$ cat config.mk
export PLATFORM = sky130hd
export DESIGN_NAME = memory_responder
export DESIGN_NICKNAME = d
export VERILOG_FILES = /design/src/rtl/memory_pkg.sv /design/src/rtl/memory_array.sv /design/src/rtl/memory_responder.sv
export SDC_FILE = /design/constraint.sdc
export NUM_CORES = 2
export LEC_CHECK = 0
export CORE_MARGIN = 4
export CORE_UTILIZATION = 44
export CTS_CLUSTER_SIZE = 14
export DETAILED_ROUTE_END_ITERATION = 8
export PLACE_DENSITY = 0.67
export SLEW_MARGIN = 20
export SYNTH_ARGS = -nofsm -noshare
export SYNTH_HDL_FRONTEND = slang
export SYNTH_SLANG_ARGS = --single-unit
$ cat constraint.sdc
create_clock -name clock -period 11.4 [get_ports clock]
set_input_delay 1.14 -clock clock [delete_from_list [all_inputs] [get_ports clock]]
set_output_delay 1.14 -clock clock [all_outputs]
set_load 0.005 [all_outputs]
$ cat src/rtl/memory_pkg.sv
// Shared types and default widths for the memory responder and its RAM.
package memory_pkg;

  localparam int DEFAULT_DATA_W = 16;
  localparam int DEFAULT_ADDR_W = 8;
  localparam int CNT_W          = 4;

  typedef enum logic [1:0] {IDLE, WAIT, ACK} state_t;
  typedef enum logic [1:0] {NONE, IPORT, DPORT} grant_t;

endpackage

$ cat src/rtl/memory_array.sv
// Single-port synchronous RAM: write-enable, registered read, contents never reset.
module memory_array
  import memory_pkg::*;
#(
  parameter int DATA_W = DEFAULT_DATA_W,
  parameter int ADDR_W = DEFAULT_ADDR_W
) (
  input  logic              clock,
  input  logic              we,
  input  logic [ADDR_W-1:0] addr,
  input  logic [DATA_W-1:0] wdata,
  output logic [DATA_W-1:0] rdata
);

  logic [DATA_W-1:0] mem [0:(1<<ADDR_W)-1];

  // Read-first: a write and a read of the same word in one edge return the old word.
  always_ff @(posedge clock) begin
    if (we) mem[addr] <= wdata;
    rdata <= mem[addr];
  end

endmodule

$ cat src/rtl/memory_responder.sv
// Two-port (fetch / load-store) responder over one RAM, D port priority, programmable wait states.
// Optional store protection below PROTECT_LIMIT: define MEMORY_RESPONDER_WRITE_PROTECT_EN.
module memory_responder
  import memory_pkg::*;
#(
  parameter int DATA_W        = DEFAULT_DATA_W,
  parameter int ADDR_W        = DEFAULT_ADDR_W,
  parameter int WAIT_CYCLES   = 1,
  parameter int PROTECT_LIMIT = 'h40
) (
  input  logic              clock,
  input  logic              resetN,
  input  logic              iReq,
  input  logic [ADDR_W-1:0] iAddr,
  output logic              iAck,
  output logic [DATA_W-1:0] iRdata,
  input  logic              dReq,
  input  logic              dWe,
  input  logic [ADDR_W-1:0] dAddr,
  input  logic [DATA_W-1:0] dWdata,
  output logic              dAck,
  output logic [DATA_W-1:0] dRdata,
  output logic              busy,
  output logic              dErr
);

  localparam logic [CNT_W-1:0]  WAIT_INIT = CNT_W'(WAIT_CYCLES);
  localparam logic [ADDR_W-1:0] LIMIT     = ADDR_W'(PROTECT_LIMIT);

  state_t            state_reg, state_next;
  grant_t            grant_reg, grant_next;
  logic [CNT_W-1:0]  cnt_reg, cnt_next;
  logic [ADDR_W-1:0] addr_reg, addr_next;
  logic              we_reg, we_next;
  logic [DATA_W-1:0] wdata_reg, wdata_next;
  logic [DATA_W-1:0] i_rdata_reg, i_rdata_next;
  logic [DATA_W-1:0] d_rdata_reg, d_rdata_next;
  logic [DATA_W-1:0] ram_rdata;
  logic              ram_we;
  logic              req_held;
  logic              take_d, take_i;
  logic              below_limit;
  logic              blocked;

  assign below_limit = (addr_reg < LIMIT);

`ifdef MEMORY_RESPONDER_WRITE_PROTECT_EN
  assign blocked = below_limit;
`else
  logic unused_limit;
  assign unused_limit = below_limit;
  assign blocked      = 1'b0;
`endif

  assign req_held = (grant_reg == IPORT) ? iReq :
                    (grant_reg == DPORT) ? dReq : 1'b0;

  always_comb begin
    state_next   = state_reg;
    grant_next   = grant_reg;
    cnt_next     = cnt_reg;
    addr_next    = addr_reg;
    we_next      = we_reg;
    wdata_next   = wdata_reg;
    i_rdata_next = i_rdata_reg;
    d_rdata_next = d_rdata_reg;
    ram_we       = 1'b0;
    take_d       = 1'b0;
    take_i       = 1'b0;

    case (state_reg)
      IDLE: begin
        take_d = dReq;
        take_i = !dReq && iReq;
      end
      WAIT: begin
        if (!req_held) begin
          state_next = IDLE;
          grant_next = NONE;
        end else if (cnt_reg == '0) begin
          state_next = ACK;
          ram_we     = (grant_reg == DPORT) && we_reg && !blocked;
        end else begin
          cnt_next = cnt_reg - 1'b1;
        end
      end
      ACK: begin
        state_next = IDLE;
        grant_next = NONE;
        if (grant_reg == IPORT) i_rdata_next = ram_rdata;
        if (grant_reg == DPORT && !we_reg) d_rdata_next = ram_rdata;
        // The just-served port's req is ambiguous here, but the other port's pending
        // req is genuine and can be granted now to keep alternating traffic at W+2.
        take_d = (grant_reg == IPORT) && dReq;
        take_i = (grant_reg == DPORT) && iReq;
      end
      default: begin
        state_next = IDLE;
        grant_next = NONE;
      end
    endcase

    if (take_d) begin
      state_next = WAIT;
      grant_next = DPORT;
      cnt_next   = WAIT_INIT;
      addr_next  = dAddr;
      we_next    = dWe;
      wdata_next = dWdata;
    end else if (take_i) begin
      state_next = WAIT;
      grant_next = IPORT;
      cnt_next   = WAIT_INIT;
      addr_next  = iAddr;
      we_next    = 1'b0;
    end
  end

  always_ff @(posedge clock or negedge resetN) begin
    if (!resetN) begin
      state_reg   <= IDLE;
      grant_reg   <= NONE;
      cnt_reg     <= '0;
      addr_reg    <= '0;
      we_reg      <= 1'b0;
      wdata_reg   <= '0;
      i_rdata_reg <= '0;
      d_rdata_reg <= '0;
    end else begin
      state_reg   <= state_next;
      grant_reg   <= grant_next;
      cnt_reg     <= cnt_next;
      addr_reg    <= addr_next;
      we_reg      <= we_next;
      wdata_reg   <= wdata_next;
      i_rdata_reg <= i_rdata_next;
      d_rdata_reg <= d_rdata_next;
    end
  end

  memory_array #(.DATA_W(DATA_W), .ADDR_W(ADDR_W)) u_array (
    .clock (clock),
    .we    (ram_we),
    .addr  (addr_reg),
    .wdata (wdata_reg),
    .rdata (ram_rdata)
  );

  assign busy = (state_reg != IDLE);
  assign iAck = (state_reg == ACK) && (grant_reg == IPORT);
  assign dAck = (state_reg == ACK) && (grant_reg == DPORT);

  // In the ack cycle the RAM output register already holds the word; it is captured at the ack edge.
  assign iRdata = iAck ? ram_rdata : i_rdata_reg;
  assign dRdata = (dAck && !we_reg) ? ram_rdata : d_rdata_reg;

`ifdef MEMORY_RESPONDER_WRITE_PROTECT_EN
  assign dErr = dAck && we_reg && blocked;
`else
  assign dErr = 1'b0;
`endif

endmodule

==> results.cfg <==
[run_status]
status = finished clean

[global_route]
busiest_layer = met2
antenna_found_initial = 16
grt_usage_pct = 21.1
grt_pass1_vias = 76400
grt_max_degree = 213
grt_pass1_wl_um = 568000
grt_use_met3_pct = 4.55
grt_overflow = 0
globalRouteMet2Util_pct = 32.3
use_met1_pct = 30.0

[cts]
clockBufferDepth = 4
htreeDepth = 5
numCtsBuffers = 409
cts_resized = 0
clock_latency_ns = 0.97
cts_hold_buf = 0
cts.sinks = 4177
clk_pin_slew_worst_paths_ns = 0.06
post_cts.repair.setup_buffers = 0
cts_tree = done
cts-root-buf = clkbuf_16

[detailed_routing]
wl_um = 397000
num_vias = 76600
antenna_left = 0
avgRoutedWirePerCell_um = 31.8
drt-pass1-iter-count = 5
avgViaCountPerCell = 6.14
drt_iter0_drc = 10800
drc = 0

[timing]
fin_crit_sh_pct = 47.1
finClkSkew_ns = 0.0797
worst_slew_pin_slew_ns = 1.20
slew_viol_final = 0
finalSetupTns_ns = 0
period_needed_ns = 5.37
grt_setup_unrepaired = false
setup_viol = 0
max_freq_ghz = 0.186
hold_violations = 0
max_slew_margin_pct = 19.1

[die]
fp-row-count = 219
core_area_sq_mm = 0.357
initial_core_util_pct = 44.3
die_height_um = 607
die_w_um = 607
ios = 73
die_area_sq_mm = 0.369

[cells_and_area]
largest_reg_flops = 4096
fin_nets = 7419
syn_to_final_growth_pct = 13.9
largest_register = u_array.mem
layout_common_cells = edfxtp_1, mux4_2, a22oi_1, clkbuf_16, buf_4
final_common_cell = edfxtp_1
fin_area_sq_mm = 0.180
regArea_sq_mm = 0.125
multi_input_area_sq_mm = 0.0316
drive_gt1_share_pct = 28.2
fillers = 27400

[logic_synthesis]
ys_top_cells_by_area = edfxtp_1, mux4_2, a22oi_1
synth_flop_cell = edfxtp_1
synth_edf_count = 4096
synth_cell_types = 40
yosysSeqAreaShare_pct = 79.0
yosys_warnings = 0
syn_nets = 6957
avgSynthCellArea_sq_um = 22.8
ys_async_sr_fraction_pct = 1.56
synth_top_area_share_pct = 77.8
synth_cells = 6919
synth_seq_cells = 4177
synth_area_sq_mm = 0.158
yosys.area.top_type = edfxtp_1

[worst_setup_path]
worst_setup_path_start_kind = flop
crit_type = flop to flop
r2r-start = addr_reg[1]
r2r_end = u_array.rdata[11]
crit_arrival_ns = 6.19
cp-endpoint = u_array.rdata[11]
r2r_cells = 9
crit_path_max_fanout = 104
ff2ff_setup_slack_ns = 6.03
endpoint_kind = flop
worstPathRequired_ns = 12.22
cp-startpoint = addr_reg[1]

[place]
dp_hpwl_um = 224000
port_buffers = 71
placed_area_sq_mm = 0.167
place_congestion = 0.820

[job]
max_cap_viol_count = 0

[worst_hold_path]
hold_path.class = primary input to asynchronous set/reset pin

[power]
vdd_ir_drop_max_uv = 225
pwr_density_cell_mw_per_mm2 = 253
p_leak_nw = 55.2
==> synth_stat cells (2+ instances only) <==
master / instances
a21oi_1: 259
a22oi_1: 512
and2_1: 2
and3b_1: 3
buf_1: 35
buf_2: 82
buf_4: 25
buf_6: 16
clkbuf_1: 265
dfrtp_1: 65
dfxtp_1: 16
edfxtp_1: 4096
inv_1: 6
mux2_2: 64
mux2i_1: 8
mux4_2: 1024
nand2_1: 46
nand2b_1: 3
nand3_1: 4
nand4_1: 16
nor2_1: 267
nor2b_1: 8
nor3_1: 6
o21ai_0: 10
o41ai_1: 64
or2_2: 2
xor2_1: 2
==> per-stage QoR <==
step	utilization (%)	std cells	setup WS, ns	hold slack (ns)	power (mW)
global route	50.5	12500	5.74	0.0373	47.2
finish	50.5	12500	6.03	0.0608	45.6
CTS	50.4	12500	6.06	0.00572	45.8
detailed placement	46.7	11700	5.84	0.487	32.6
floorplan	-	6919	7.42	0.474	27.9
global placement	46.6	11700	5.19	0.481	32.3
==> logic make-up (layout without fill, tap and decap cells) <==
logic type | after synthesis | count (layout) | share of synthesized area, %
flip-flops | 4177 | 4177 | 79.0
other | 1 | 7 | 0.00237
XOR/XNOR | 3 | 3 | 0.0166
AND/OR/NAND/NOR | 362 | 362 | 0.944
buffers and inverters | 429 | 1239 | 1.22
adder cells (fa/ha/maj) | 1 | 1 | 0.00791
multiplexers | 1096 | 1096 | 15.1
AO/OA/AOI/OAI | 850 | 850 | 3.66
==> worst min path at each step <==
stage | cells after the start | to
after global routing | 1 | i_rdata_reg[1]
after CTS | 1 | i_rdata_reg[1]
after detailed placement | 1 | i_rdata_reg[3]
after global placement | 1 | i_rdata_reg[0]
after floorplan | 1 | d_rdata_reg[0]
final | 1 | i_rdata_reg[1]
==> worst max-delay path, cell delays in order, from the launching register on <==
cell	delay, ns
dfrtp_4	0.80
buf_4	0.61
buf_4	0.75
buf_12	0.56
mux4_2	0.41
a22oi_1	0.48
a21oi_1	0.25
o41ai_2	0.84
buf_4	0.31
nand4_1	0.08
==> cell type report <==
cell class | count | share of cell area [%]
Antenna cell | 6 | 0.00834
Clock buffer | 514 | 5.92
Clock inverter | 245 | 1.48
Inverter | 6 | 0.0125
Multi-Input combinational cell | 2313 | 17.6
Sequential cell | 4177 | 69.4
Tap cell | 4751 | 3.30
Timing Repair Buffer | 474 | 2.29
==> metal layers <==
metal  wire, um  part of all wire, %
met4      15200                  3.8
met5         39               0.0098
met3      40200                   10
met1     154000                   39
met2     187000                   47
==> report_power, final <==
| part | internal, mW | switching, mW | total, mW |
|---|---|---|---|
| clock network | 7.57 | 5.75 | 13.3 |
| registers | 19.3 | 0.799 | 20.1 |
| logic | 4.28 | 7.92 | 12.2 |
No activity file was read; power rests on OpenSTA's default activity.
